## src/rtl/mem_arbiter.sv

```systemverilog
// Round-robin arbiter that shares one single-ported word RAM between instruction
// fetch and load/store. One request in flight: IDLE -> ACCESS (1 cycle) -> RESP.
module mem_arbiter #(
    parameter int DEPTH = 10
) (
    input  logic        clk,
    input  logic        rst,
    input  logic        if_req_valid_i,
    output logic        if_req_ready_o,
    input  logic [31:0] if_addr_i,
    output logic        if_rsp_valid_o,
    input  logic        if_rsp_ready_i,
    output logic [31:0] if_rdata_o,
    output logic        if_err_o,
    input  logic        d_req_valid_i,
    output logic        d_req_ready_o,
    input  logic [31:0] d_addr_i,
    input  logic        d_we_i,
    input  logic [3:0]  d_wstrb_i,
    input  logic [31:0] d_wdata_i,
    output logic        d_rsp_valid_o,
    input  logic        d_rsp_ready_i,
    output logic [31:0] d_rdata_o,
    output logic        d_err_o,
    output logic [31:0] ram_addr_o,
    output logic [31:0] ram_data_o,
    output logic        ram_we_o,
    output logic [3:0]  ram_wstrb_o,
    output logic        ram_re_o,
    input  logic [31:0] ram_data_i
);
    typedef enum logic [1:0] {IDLE, ACCESS, RESP} state_t;
    typedef enum logic {OWN_IF, OWN_D} owner_t;

    state_t      state, state_next;
    owner_t      owner, last_grant;
    logic [31:0] addr_q, wdata_q, rdata_q;
    logic [3:0]  wstrb_q;
    logic        we_q, err_q;
    logic        grant_if, grant_d, in_range, rsp_done;

    assign in_range = (addr_q[31:DEPTH+2] == '0);

    always_comb begin
        state_next  = state;
        grant_if    = 1'b0;
        grant_d     = 1'b0;
        rsp_done    = 1'b0;
        ram_addr_o  = '0;
        ram_data_o  = '0;
        ram_wstrb_o = '0;
        ram_we_o    = 1'b0;
        ram_re_o    = 1'b0;
        case (state)
            IDLE: begin
                // Fetch wins a tie only when data was granted last.
                if (!rst) begin
                    grant_if = if_req_valid_i && (!d_req_valid_i || last_grant == OWN_D);
                    grant_d  = d_req_valid_i && !grant_if;
                end
                if (grant_if || grant_d) state_next = ACCESS;
            end
            ACCESS: begin
                ram_addr_o  = addr_q;
                ram_data_o  = wdata_q;
                ram_wstrb_o = wstrb_q;
                ram_we_o    = we_q && in_range && !rst;
                ram_re_o    = !we_q && in_range;
                state_next  = RESP;
            end
            RESP: begin
                rsp_done = (owner == OWN_IF) ? if_rsp_ready_i : d_rsp_ready_i;
                if (rsp_done) state_next = IDLE;
            end
            default: state_next = IDLE;
        endcase
    end

    always_ff @(posedge clk) begin
        if (rst) begin
            state      <= IDLE;
            owner      <= OWN_IF;
            last_grant <= OWN_D;
            addr_q     <= '0;
            wdata_q    <= '0;
            wstrb_q    <= '0;
            we_q       <= 1'b0;
            rdata_q    <= '0;
            err_q      <= 1'b0;
        end else begin
            state <= state_next;
            if (grant_if) begin
                owner      <= OWN_IF;
                last_grant <= OWN_IF;
                addr_q     <= if_addr_i;
                we_q       <= 1'b0;
                wstrb_q    <= '0;
                wdata_q    <= '0;
            end else if (grant_d) begin
                owner      <= OWN_D;
                last_grant <= OWN_D;
                addr_q     <= d_addr_i;
                we_q       <= d_we_i;
                wstrb_q    <= d_wstrb_i;
                wdata_q    <= d_wdata_i;
            end
            if (state == ACCESS) begin
                rdata_q <= (!we_q && in_range) ? ram_data_i : '0;
                err_q   <= !in_range;
            end
        end
    end

    assign if_req_ready_o = grant_if;
    assign d_req_ready_o  = grant_d;
    assign if_rsp_valid_o = (state == RESP) && (owner == OWN_IF);
    assign d_rsp_valid_o  = (state == RESP) && (owner == OWN_D);
    assign if_rdata_o     = (owner == OWN_IF) ? rdata_q : '0;
    assign d_rdata_o      = (owner == OWN_D) ? rdata_q : '0;
    assign if_err_o       = (owner == OWN_IF) && err_q;
    assign d_err_o        = (owner == OWN_D) && err_q;
endmodule

```

## config.mk

```make
export PLATFORM = sky130hd
export DESIGN_NAME = mem_arbiter
export DESIGN_NICKNAME = d
export VERILOG_FILES = /design/src/rtl/mem_arbiter.sv
export SDC_FILE = /design/constraint.sdc
export NUM_CORES = 1
export LEC_CHECK = 0
export ABC_AREA = 1
export CAP_MARGIN = 30
export CORE_MARGIN = 2
export CORE_UTILIZATION = 40
export DETAILED_ROUTE_END_ITERATION = 6
export MAX_ROUTING_LAYER = met4
export PLACE_DENSITY = 0.85
export SETUP_SLACK_MARGIN = 0.5
export SYNTH_ARGS = -nofsm -noshare
export SYNTH_HDL_FRONTEND = slang
export SYNTH_SLANG_ARGS = --single-unit
```

## constraint.sdc

```tcl
create_clock -name clk -period 1.9 [get_ports clk]
set_input_delay 0.57 -clock clk [delete_from_list [all_inputs] [get_ports clk]]
set_output_delay 0.57 -clock clk [all_outputs]
set_load 0.005 [all_outputs]
```

-- Word level (Yosys, flattened, before mapping)
Cells that the tools add are included.
W data, S select, Z words.
- word-level logic and storage cells: 57
- flip-flop bits (word level): 106
- reductions and logical operators: 21
- equality and inequality tests: 4
- multiplexer cells: 22
- bitwise gates (word level): 1
- operators with widths (operator ; count):
    $mux W32 ; 7
    $logic_not A20 Y1 ; 1
    $mux W1 ; 11
    $logic_and A1 B1 Y1 ; 9
    $pmux W2 S3 ; 1
    $logic_not A1 Y1 ; 5
    $mux W2 ; 2
    $mux W4 ; 1
    $ne A2 B2 Y1 const B ; 2
    $eq A2 B1 Y1 const B ; 1
    $eq A2 B2 Y1 const B ; 1
    $logic_not A2 Y1 ; 1
    $logic_or A1 B1 Y1 ; 2
    $reduce_and A2 Y1 ; 1
    $reduce_bool A2 Y1 ; 1
    $reduce_or A2 Y1 ; 1
    $not A1 Y1 ; 1

-- Logic depth before layout (Yosys ltp)
Gate-level depths: netlist (run 1).
- depth in word-level cells: 10
- mapped depth: 10

-- Worst setup path before layout (run 1)
Ideal clock, no wire load.
- path type: input port to output port
- from: input port rst
- to: output port d_req_ready_o
- arrival time: 1.271 ns
- buffers on the path: 2
- stages: 7
- slack: 0.059 ns
- required time: 1.330 ns
- cell sequence: buf_6 > clkinv_4 > nand2_1 > nor2_2 > nand2_4 > buf_2 > inv_1
- word-level cells in the longest chain between the ends: 3
- ends and longest elaborated chain (item ; RTL line ; RTL):
    from (decl) ; 7 ; input logic rst,
    $mux W1 ; 57 ; if (!rst) begin
    $mux W1 (2 in a row) ; 54 ; case (state)
    to (decl) ; 16 ; output logic d_req_ready_o,
Every way passes these cells. The select of a mux whose other input is x is not followed.

-- Worst setup path after layout (run 1)
- from: register state[0]
- to: output port ram_addr_o[3]
- word-level cells in the longest chain between the ends: 2
- ends and longest elaborated chain (item ; RTL line ; RTL):
    from (decl) ; 35 ; state_t state, state_next;
    from (signal assigned) ; 91 ; state <= state_next;
    $eq A2 B1 Y1 ; 54 ;
    $mux W32 ; 54 ;
    to (decl) ; 25 ; output logic [31:0] ram_addr_o,
Every way passes these cells.

==> results.sh, run 1 <==
export IMPL_status="finished, violations left"
export IMPL_violations="negative setup slack"
export IMPL_grt_use_met2=0.630
export IMPL_post_dp_hpwl_um=13100
export IMPL_groute_usage_overall=0.341
export IMPL_max_freq_mhz=464
export IMPL_gr_max_usage_layer="met2"
export IMPL_hold_viol=0
export IMPL_finClkSkew_ns=0.00970
export IMPL_holdBufCountCts=0
export IMPL_period_minus_slack_ns=2.15
export IMPL_first_global_vias=7267
export IMPL_fin_util=0.893
export IMPL_cts_tree="built"
export IMPL_area_of_the_core_mm2=0.0132
export IMPL_synth_largest_type_area_fraction=0.392
export IMPL_yosys_cell_types_count=26
export IMPL_synthTopCellsByArea="sky130_fd_sc_hd__dfxtp_1 (39%), sky130_fd_sc_hd__nor2_1 (15%), sky130_fd_sc_hd__inv_1 (12%)"
export IMPL_worst_setup_path_endpoint="ram_addr_o[3]"
export IMPL_crit_slowest_cell="sky130_fd_sc_hd__dfxtp_2"
export IMPL_drt_pass1_iterations=5
export IMPL_die_y_um=120
export IMPL_cts_htree_levels=3
export IMPL_critical_path_cell_chain="inv_4 > nor2_4 > buf_4 > inv_8 > buf_6 > buf_12 > nor2_1 > buf_2"
export IMPL_critical_path_max_fanout=6
export IMPL_hold_path_class="register to register"
export IMPL_transition_at_the_pin_with_the_smallest_max_transition_slack_ns=0.373
export IMPL_critical_path_top_delay_family="buffers and inverters"
export IMPL_place_inst=1299
export IMPL_place_port_buffers=278
export IMPL_internal_reg_to_reg_setup_slack_ns=-0.09
export IMPL_cts_root_to_sink_buffers=2
export IMPL_detailroute_via_count=7607
export IMPL_drc=0
export IMPL_initial_core_util=0.409
export IMPL_route_detailed_wl_per_inst_um=19.8
export IMPL_critical_path_endpoint_type="output port"
export IMPL_post_detailed_route_count_of_antenna_violating_nets=0
export IMPL_critPathRequiredTime_ns=1.33
export IMPL_share_of_total_power_in_the_clock_network=0.287
export IMPL_maxSlewViolCount=0
export IMPL_synth_fp_nets=983
export IMPL_instances_no_fill=1431
export IMPL_rsz0062_at_grt="yes"
export IMPL_clock_sinks=106
export IMPL_maxCapViolCount=0
export IMPL_final_min_period_over_clock_period=1.13
export IMPL_max_vdd_ir_drop_mv=0.609
export IMPL_tritoncts_buffer_count=9
export IMPL_place_congestion=0.803
export IMPL_stage_delay_of_the_slowest_cell_on_the_critical_path_ns=0.35
export IMPL_synth_seq_cells=106
export IMPL_net_switching_power_w=0.00243
export IMPL_global_route_wire_length_before_repair_um=37600
export IMPL_critPathLaunch="state[0]"
export IMPL_io_pins=279
export IMPL_critical_path_arrival_ns=1.58
export IMPL_route_detailed_vias_per_inst=5.32
export IMPL_drt_iter0_markers=556
export IMPL_worst_r2r_path_depth=13
export IMPL_clk_pin_slew_worst_setup_hold_paths_ns=0.08
export IMPL_cp_depth=8
export IMPL_finalSetupTns_ns=-14.79
export IMPL_area_growth_synth_to_final_pct=118
export IMPL_insertion_delay_ns=0.35
export IMPL_number_of_antenna_violations_at_the_first_check_in_global_routing=1
export IMPL_crit_reg2reg_launch="addr_q[27]"
export IMPL_cts_root_buf="sky130_fd_sc_hd__clkbuf_16"
export IMPL_p_per_area_mw_per_mm2=634
export IMPL_critPathKind="register to output port"
export IMPL_globalRoute_totalOverflow=0
export IMPL_post_synth_inst_count=844
export IMPL_rows=42
export IMPL_pin_count_of_the_biggest_net_entering_global_routing=40
export IMPL_final_layout_size_suffix_gt1_frac=0.498
export IMPL_seq_area_frac_synth=0.392
export IMPL_floorplan_die_area_mm2=0.0145
export IMPL_comb_power_share=0.382
export IMPL_nets=1388
export IMPL_worst_r2r_endpoint="rdata_q[12]"
export IMPL_globalRouteMet1Util=0.346
export IMPL_fin_ws_ns=-0.255
export IMPL_critPathBufInv=6
export IMPL_power_switching_share=0.324
export IMPL_overall_die_width_um=120
export IMPL_total_leakage_power_nw=5.35
export IMPL_max_slew_margin=0.752
export IMPL_seq_power_share=0.330
export IMPL_global_route_usage_met3=0.0637
export IMPL_totalWireLength_um=28300
export IMPL_syn_area_per_cell_um2=6.41
export IMPL_netlist_area_mm2=0.00541
export IMPL_synth_top_cell_by_area="sky130_fd_sc_hd__dfxtp_1"
export IMPL_timing_critical_path_from_type="register"
export IMPL_report_final_setup_viol=138
export IMPL_internal_power_w=0.00507
export IMPL_yosysWarningCount=0
## cell usage in the layout (no fill, tap or decap), types with 14 or more instances in the layout
master,Yosys,layout
sky130_fd_sc_hd__nor2_1,216,109
sky130_fd_sc_hd__nand2_1,111,55
sky130_fd_sc_hd__buf_12,0,27
sky130_fd_sc_hd__inv_1,168,143
sky130_fd_sc_hd__buf_16,0,23
sky130_fd_sc_hd__clkdlybuf4s50_1,0,135
sky130_fd_sc_hd__dfxtp_1,106,101
sky130_fd_sc_hd__nor2_4,0,92
sky130_fd_sc_hd__buf_4,3,55
sky130_fd_sc_hd__a211oi_2,17,36
sky130_fd_sc_hd__buf_2,20,104
sky130_fd_sc_hd__o21ai_0,51,19
sky130_fd_sc_hd__nand3_1,32,14
sky130_fd_sc_hd__inv_2,4,26
sky130_fd_sc_hd__o21ai_1,14,33
sky130_fd_sc_hd__a21oi_2,0,21
sky130_fd_sc_hd__nor2_2,2,17
sky130_fd_sc_hd__buf_6,7,90
sky130_fd_sc_hd__nand2_2,1,31
sky130_fd_sc_hd__nand3_2,0,17
sky130_fd_sc_hd__nand2_4,1,24
sky130_fd_sc_hd__a21oi_1,36,15
## flip-flops by register name, summed over array words and instances (netlist names)
| signal | cells |
|---|---|
| state | 2 |
| wdata_q | 32 |
| we_q | 1 |
| wstrb_q | 4 |
| err_q | 1 |
| owner | 1 |
| last_grant | 1 |
| addr_q | 32 |
| rdata_q | 32 |
## layout make-up
class | count | area [um2]
fillers | 596 | 1420
multi-input cells | 507 | 3710
repair inverters | 1 | 11.3
inverters | 174 | 688
repair buffers | 450 | 4720
flip-flops and latches | 106 | 2130
diodes | 1 | 2.50
clock inverters | 6 | 93.8
clock buffers | 10 | 239
well taps | 176 | 220
## cells by family after synthesis
family / synth area share
flip-flops: 0.392
AO/OA/AOI/OAI: 0.160
buffers and inverters: 0.178
AND/OR/NAND/NOR: 0.270
## worst reg2reg max path: cells and delay by family (launching register included)
family	cells	cell delay, ns
flops	1	0.33
compound gates	1	0.16
simple gates	5	0.54
buf+inv	7	0.89
## through the flow
stage               hold WS, ns  worst slack (ns)  total power, W  area, um2
detailed placement        0.469            -0.725         0.00423       9360
global route              0.519            -0.333         0.00774      11800
global placement          0.463            -0.714         0.00420       9360
CTS                       0.481            -0.206         0.00711      11100
floorplan                 0.448             0.132         0.00354       6330
finish                    0.502            -0.255         0.00750      11800
## power by group through the flow
stage	clock network, W	registers (W)	logic (W)
after floorplan	0	0.00248	0.00106
after global placement	0	0.00249	0.00170
after detailed placement	0	0.00250	0.00173
after CTS	0.00212	0.00246	0.00253
after global routing	0.00224	0.00249	0.00300
final	0.00215	0.00248	0.00287
## repair_timing
| action | 4_1_cts | 5_1_grt |
|---|---|---|
| gates cloned | 23 | 3 |
| setup buffers | 72 | 17 |
| gates resized for setup | 803 | 176 |
| setup endpoints to repair | 245 | 245 |
| pin swaps | 41 | 52 |
## how the worst min path moves through the flow
| stage | endpoint | start | slack [ns] | cells past startpoint |
|---|---|---|---|---|
| 2_1_floorplan | wdata_q[31] | wdata_q[31] | 0.45 | 2 |
| 3_3_place_gp | wdata_q[31] | wdata_q[31] | 0.46 | 2 |
| 3_5_place_dp | rdata_q[29] | rdata_q[29] | 0.47 | 2 |
| 4_1_cts | wdata_q[31] | wdata_q[31] | 0.48 | 2 |
| 5_1_grt | wdata_q[31] | wdata_q[31] | 0.52 | 2 |
| 6_report | rdata_q[10] | rdata_q[10] | 0.50 | 2 |
## synthesized netlist by cell type
library cell,count
sky130_fd_sc_hd__nor2_1,216
sky130_fd_sc_hd__inv_1,168
sky130_fd_sc_hd__nand2_1,111
sky130_fd_sc_hd__dfxtp_1,106
sky130_fd_sc_hd__o21ai_0,51
sky130_fd_sc_hd__a21oi_1,36
sky130_fd_sc_hd__nand3_1,32
sky130_fd_sc_hd__buf_2,20
sky130_fd_sc_hd__a211oi_1,19
sky130_fd_sc_hd__clkbuf_1,19
sky130_fd_sc_hd__a211oi_2,17
sky130_fd_sc_hd__o21ai_1,14
sky130_fd_sc_hd__buf_1,8
sky130_fd_sc_hd__buf_6,7
sky130_fd_sc_hd__inv_2,4
sky130_fd_sc_hd__buf_4,3
sky130_fd_sc_hd__nor2_2,2
sky130_fd_sc_hd__nor3_1,2
sky130_fd_sc_hd__nor4_1,2
sky130_fd_sc_hd__a31oi_1,1
sky130_fd_sc_hd__clkinv_1,1
sky130_fd_sc_hd__clkinv_4,1
sky130_fd_sc_hd__nand2_2,1
sky130_fd_sc_hd__nand2_4,1
sky130_fd_sc_hd__nand4_1,1
sky130_fd_sc_hd__nor3_4,1
## per-layer routing
layer / vias up / part of all wire
met4: 0 / 0.063
met3: 141 / 0.066
li1: 3367 / -
met2: 486 / 0.53
met5: - / 0
met1: 3613 / 0.34
Power figures use the tool's default switching activity.
==> inputs of run 2 (changes only) <==
CORE_ASPECT_RATIO = 1.4   (was unset)
TNS_END_PERCENT = 20   (was unset)
==> results.sh, run 2 (synthesis results as in run 1) <==
export IMPL_tritoncts_buffer_count=9
export IMPL_drc=0
export IMPL_overall_die_width_um=102
export IMPL_layout_top_registers="addr_q x32, rdata_q x32, wdata_q x32"
export IMPL_fin_area_mm2=0.00956
export IMPL_rows=50
export IMPL_net_switching_power_w=0.00186
export IMPL_rsz0062_at_grt="yes"
export IMPL_cts_root_buf="sky130_fd_sc_hd__clkbuf_16"
export IMPL_p_per_area_mw_per_mm2=645
export IMPL_drt_pass1_iterations=5
export IMPL_final_common_cell="sky130_fd_sc_hd__nor2_1"
export IMPL_post_detailed_route_count_of_antenna_violating_nets=0
export IMPL_place_congestion=0.847
export IMPL_total_leakage_power_nw=4.38
export IMPL_internal_power_w=0.00431
export IMPL_drt_iter0_markers=216
export IMPL_status="finished, violations left"
export IMPL_worst_r2r_path_depth=9
export IMPL_post_dp_hpwl_um=12700
export IMPL_min_from="wdata_q[3]"
export IMPL_n_fill_cell=1024
export IMPL_fin_ws_ns=-0.199
export IMPL_worstHoldEndpoint="wdata_q[3]"
export IMPL_comb_power_share=0.294
export IMPL_maxCapViolCount=0
export IMPL_period_minus_slack_ns=2.10
export IMPL_instances_no_fill=1343
export IMPL_route_detailed_wl_per_inst_um=14.9
export IMPL_power_switching_share=0.301
export IMPL_io_pins=279
export IMPL_critPathRequiredTime_ns=1.33
export IMPL_globalRoute_totalOverflow=0
export IMPL_cpMostUsedCell="sky130_fd_sc_hd__nor2_4"
export IMPL_place_inst=1296
export IMPL_max_freq_mhz=477
export IMPL_die_y_um=142
export IMPL_place_port_buffers=278
export IMPL_stage_delay_of_the_slowest_cell_on_the_critical_path_ns=0.33
export IMPL_timing_critical_path_from_type="register"
export IMPL_floorplan_die_area_mm2=0.0145
export IMPL_first_global_vias=6290
export IMPL_insertion_delay_ns=0.34
export IMPL_area_of_the_core_mm2=0.0133
export IMPL_transition_at_the_pin_with_the_smallest_max_transition_slack_ns=0.379
export IMPL_violations="negative setup slack"
export IMPL_critical_path_max_fanout=8
export IMPL_share_of_total_power_in_the_clock_network=0.309
export IMPL_totalWireLength_um=20000
export IMPL_whs_path_depth=2
export IMPL_max_vdd_ir_drop_mv=0.372
export IMPL_cts_tree="built"
export IMPL_critical_path_endpoint_type="output port"
export IMPL_route_detailed_vias_per_inst=4.78
export IMPL_seq_power_share=0.397
export IMPL_groute_usage_overall=0.274
export IMPL_internal_reg_to_reg_setup_slack_ns=0.11
export IMPL_clk_pin_slew_worst_setup_hold_paths_ns=0.08
export IMPL_crit_slowest_cell="sky130_fd_sc_hd__dfxtp_2"
export IMPL_cts_htree_levels=3
export IMPL_initial_core_util=0.406
export IMPL_number_of_antenna_violations_at_the_first_check_in_global_routing=0
export IMPL_detailroute_via_count=6417
export IMPL_critPathKind="register to output port"
export IMPL_design_power_total_w=0.00617
export IMPL_crit_reg2reg_launch="state[0]"
export IMPL_cts_root_to_sink_buffers=2
export IMPL_hold_path_class="register to register"
export IMPL_max_slew_margin=0.747
export IMPL_finClkSkew_ns=0.0102
export IMPL_critical_path_cell_chain="inv_2 > nor2_4 > inv_6 > buf_16 > buf_6 > nor2_4 > clkdlybuf4s15_2"
export IMPL_pin_count_of_the_biggest_net_entering_global_routing=47
export IMPL_nets=1295
export IMPL_placement_cell_area_mm2=0.00875
export IMPL_finalSetupTns_ns=-5.87
export IMPL_antennaDiodeCount=0
export IMPL_report_final_setup_viol=67
export IMPL_final_min_period_over_clock_period=1.10
export IMPL_holdBufCountCts=0
export IMPL_worst_r2r_endpoint="wstrb_q[2]"
export IMPL_maxSlewViolCount=0
export IMPL_area_growth_synth_to_final_pct=76.7
export IMPL_critical_path_arrival_ns=1.53
export IMPL_hold_viol=0
export IMPL_global_route_wire_length_before_repair_um=30600
export IMPL_clock_sinks=106
export IMPL_final_cell_mix="sky130_fd_sc_hd__nor2_1 (168), sky130_fd_sc_hd__inv_1 (159), sky130_fd_sc_hd__clkdlybuf4s50_1 (135)"
export IMPL_final_layout_size_suffix_gt1_frac=0.303
run 2: worst max path at each step:
stage | from | end | slack, ns | depth (start not counted)
4_1_cts | addr_q[21] | ram_we_o | -0.21 | 6
3_5_place_dp | d_req_valid_i | if_req_ready_o | -0.72 | 5
3_3_place_gp | d_req_valid_i | if_req_ready_o | -0.73 | 5
5_1_grt | state[0] | ram_we_o | -0.30 | 6
2_1_floorplan | d_req_valid_i | if_req_ready_o | 0.13 | 5
6_report | state[0] | ram_addr_o[19] | -0.20 | 7
run 2: stage by stage:
stage,setup WS (ns),util,hold WS (ns)
after floorplan,0.132,-,0.437
after global placement,-0.730,0.656,0.448
after detailed placement,-0.724,0.656,0.450
after CTS,-0.208,0.708,0.466
after global routing,-0.304,0.718,0.477
final,-0.199,0.718,0.466
run 2: final cells by class:
class | instances | area [um2] | area share
clock inverters | 7 | 75.1 | 0.00785
repair buffers | 358 | 3340 | 0.349
clock buffers | 9 | 225 | 0.0235
multi-input cells | 507 | 2900 | 0.303
flip-flops and latches | 106 | 2130 | 0.223
inverters | 174 | 671 | 0.0701
well taps | 182 | 228 | 0.0238
run 2: metal layers:
metal	GRT usage	part of all wire	vias up
met4	0.133	0.051	0
met1	0.306	0.37	2911
met3	0.0448	0.057	76
met2	0.468	0.52	264
li1	-	-	3166
met5	-	0	-
run 2: power by group through the flow:
stage	Sequential [W]	Clock, W	Combinational [W]
CTS	0.00245	0.00195	0.00173
global placement	0.00249	0	0.00146
detailed placement	0.00250	0	0.00148
global route	0.00247	0.00204	0.00197
floorplan	0.00248	0	0.000773
finish	0.00245	0.00191	0.00181
run 2: what timing repair did:
action,CTS,global route
buffers inserted,19,1
pin swaps,41,19
gates cloned,11,0
setup endpoints to repair,244,246
resized for setup,428,166
run 2: worst max-delay path, delay by kind of cell, from the launching register on:
family | cells | cell delay [ns]
buf+inv | 5 | 0.66
flops | 1 | 0.33
simple gates | 2 | 0.19
==> inputs of run 3 (changes only) <==
CORE_UTILIZATION = 41   (was 40)
PLACE_DENSITY = 0.87   (was 0.85)
clock period = 2.7 ns   (was 1.9 ns; I/O delays follow)
==> results.sh, run 3 (synthesis results as in run 1) <==
export IMPL_report_final_setup_viol=0
export IMPL_p_per_area_mw_per_mm2=465
export IMPL_initial_core_util=0.420
export IMPL_fin_util=0.706
export IMPL_multiInputGateArea_mm2=0.00257
export IMPL_final_cell_mix="sky130_fd_sc_hd__clkdlybuf4s50_1 (203), sky130_fd_sc_hd__nor2_1 (177), sky130_fd_sc_hd__inv_1 (167)"
export IMPL_crit_slowest_cell="sky130_fd_sc_hd__dfxtp_4"
export IMPL_nets=1274
export IMPL_worst_r2r_path_depth=9
export IMPL_whs_path_depth=2
export IMPL_drt_pass1_iterations=5
export IMPL_area_of_the_core_mm2=0.0129
export IMPL_route_detailed_vias_per_inst=4.73
export IMPL_global_route_wire_length_before_repair_um=27100
export IMPL_holdBufCountCts=0
export IMPL_cp_depth=6
export IMPL_crit_reg2reg_launch="state[0]"
export IMPL_final_common_cell="sky130_fd_sc_hd__clkdlybuf4s50_1"
export IMPL_final_layout_size_suffix_gt1_frac=0.187
export IMPL_register_area_mm2=0.00213
export IMPL_drt_iter0_markers=212
export IMPL_stage_delay_of_the_slowest_cell_on_the_critical_path_ns=0.35
export IMPL_number_of_antenna_violations_at_the_first_check_in_global_routing=0
export IMPL_cts_tree="built"
export IMPL_place_congestion=0.846
export IMPL_place_port_buffers=278
export IMPL_insertion_delay_ns=0.34
export IMPL_post_dp_hpwl_um=12100
export IMPL_tritoncts_buffer_count=9
export IMPL_hold_viol=0
export IMPL_antennaDiodeCount=0
export IMPL_critPathBufInv=4
export IMPL_critPathRequiredTime_ns=1.89
export IMPL_rsz0062_at_grt="yes"
export IMPL_min_from="wdata_q[28]"
export IMPL_layout_top_registers="addr_q x32, rdata_q x32, wdata_q x32"
export IMPL_io_pins=279
export IMPL_floorplan_die_area_mm2=0.0141
export IMPL_route_detailed_wl_per_inst_um=14.4
export IMPL_fin_ws_ns=0.272
export IMPL_clock_sinks=106
export IMPL_max_freq_mhz=412
export IMPL_detailedPlace_worstSlack_ns=-0.455
export IMPL_drc=0
export IMPL_hold_path_class="register to register"
export IMPL_transition_at_the_pin_with_the_smallest_max_transition_slack_ns=0.637
export IMPL_maxSlewViolCount=0
export IMPL_cts_htree_levels=3
export IMPL_groute_usage_overall=0.244
export IMPL_area_growth_synth_to_final_pct=68.0
export IMPL_period_minus_slack_ns=2.43
export IMPL_status="complete, no violations"
export IMPL_overall_die_width_um=101
export IMPL_cts_root_buf="sky130_fd_sc_hd__clkbuf_16"
export IMPL_critical_path_endpoint_type="output port"
export IMPL_max_slew_margin=0.575
export IMPL_timing_critical_path_from_type="register"
export IMPL_first_global_vias=5476
export IMPL_globalRoute_totalOverflow=0
export IMPL_final_min_period_over_clock_period=0.899
export IMPL_post_detailed_route_count_of_antenna_violating_nets=0
export IMPL_maxCapViolCount=0
export IMPL_critPathKind="register to output port"
export IMPL_total_leakage_power_nw=4.20
export IMPL_die_y_um=140
export IMPL_critical_path_arrival_ns=1.62
export IMPL_clk_pin_slew_worst_setup_hold_paths_ns=0.07
export IMPL_max_vdd_ir_drop_mv=0.281
export IMPL_critPathLaunch="state[1]"
export IMPL_detailroute_via_count=6120
export IMPL_pin_count_of_the_biggest_net_entering_global_routing=67
export IMPL_totalWireLength_um=18700
export IMPL_rows=49
export IMPL_critical_path_top_delay_family="buffers and inverters"
export IMPL_n_fill_cell=1002
export IMPL_critical_path_max_fanout=9
export IMPL_cts_root_to_sink_buffers=2
export IMPL_critical_path_cell_chain="nor2_4 > inv_4 > buf_16 > buf_4 > nor2_1 > dlygate4sd2_1"
export IMPL_finClkSkew_ns=0.00906
-- run 3: layout make-up --
class / count / share of cell area
sequential: 106 / 0.234
timing repair buffer: 336 / 0.356
tap: 153 / 0.0211
clock inverter: 4 / 0.00564
timing repair inverter: 1 / 0.000688
multi-input combinational: 507 / 0.282
inverter: 174 / 0.0732
clock buffer: 12 / 0.0271
-- run 3: where the power goes --
group	leakage (nW)	switching, W	internal, W
Combinational	3.19	0.000588	0.000575
Clock	0.143	0.000589	0.000747
Sequential	0.866	0.0000581	0.00167
-- run 3: worst paths after layout --
path | to | slack [ns]
hold reg to reg | wdata_q[28] | 0.47
setup reg to reg | wstrb_q[1] | 0.55
setup / recovery | ram_data_o[3] | 0.27
hold / removal | wdata_q[28] | 0.47
-- run 3: what timing repair did --
action,4_1_cts,5_1_grt
setup buffers,9,22
endpoints found under the setup margin,210,210
resized for setup,81,203
gates cloned,1,11
pin swaps,4,7
-- run 3: routing by layer --
layer	routed length, um	up-vias	track usage	part of all wire
met4	546	0	0.0889	0.029
li1	-	3118	-	-
met5	0	-	-	0
met1	7090	2764	0.278	0.38
met3	1070	31	0.0434	0.057
met2	9960	207	0.423	0.53
-- run 3: through the flow --
stage          setup TNS [ns]  hold WS [ns]  total power, W  cell area, um2  cells
3_3_place_gp           -14.83         0.448         0.00264            8280   1234
2_1_floorplan               0         0.437         0.00224            5450    844
5_1_grt                     0         0.498         0.00443            9090   1293
4_1_cts                     0         0.466         0.00402            8710   1260
6_report                    0         0.473         0.00423            9090   1293
3_5_place_dp           -18.75         0.453         0.00265            8280   1234
-- run 3: worst reg2reg max path, stage by stage, from the launching register on --
cell,delay (ns)
sky130_fd_sc_hd__dfxtp_2,0.32
sky130_fd_sc_hd__inv_2,0.04
sky130_fd_sc_hd__buf_4,0.13
sky130_fd_sc_hd__nand2_1,0.16
sky130_fd_sc_hd__nor2_4,0.05
sky130_fd_sc_hd__nand2_4,0.06
sky130_fd_sc_hd__buf_4,0.52
sky130_fd_sc_hd__buf_4,0.45
sky130_fd_sc_hd__nor2_1,0.10
sky130_fd_sc_hd__a211oi_1,0.23
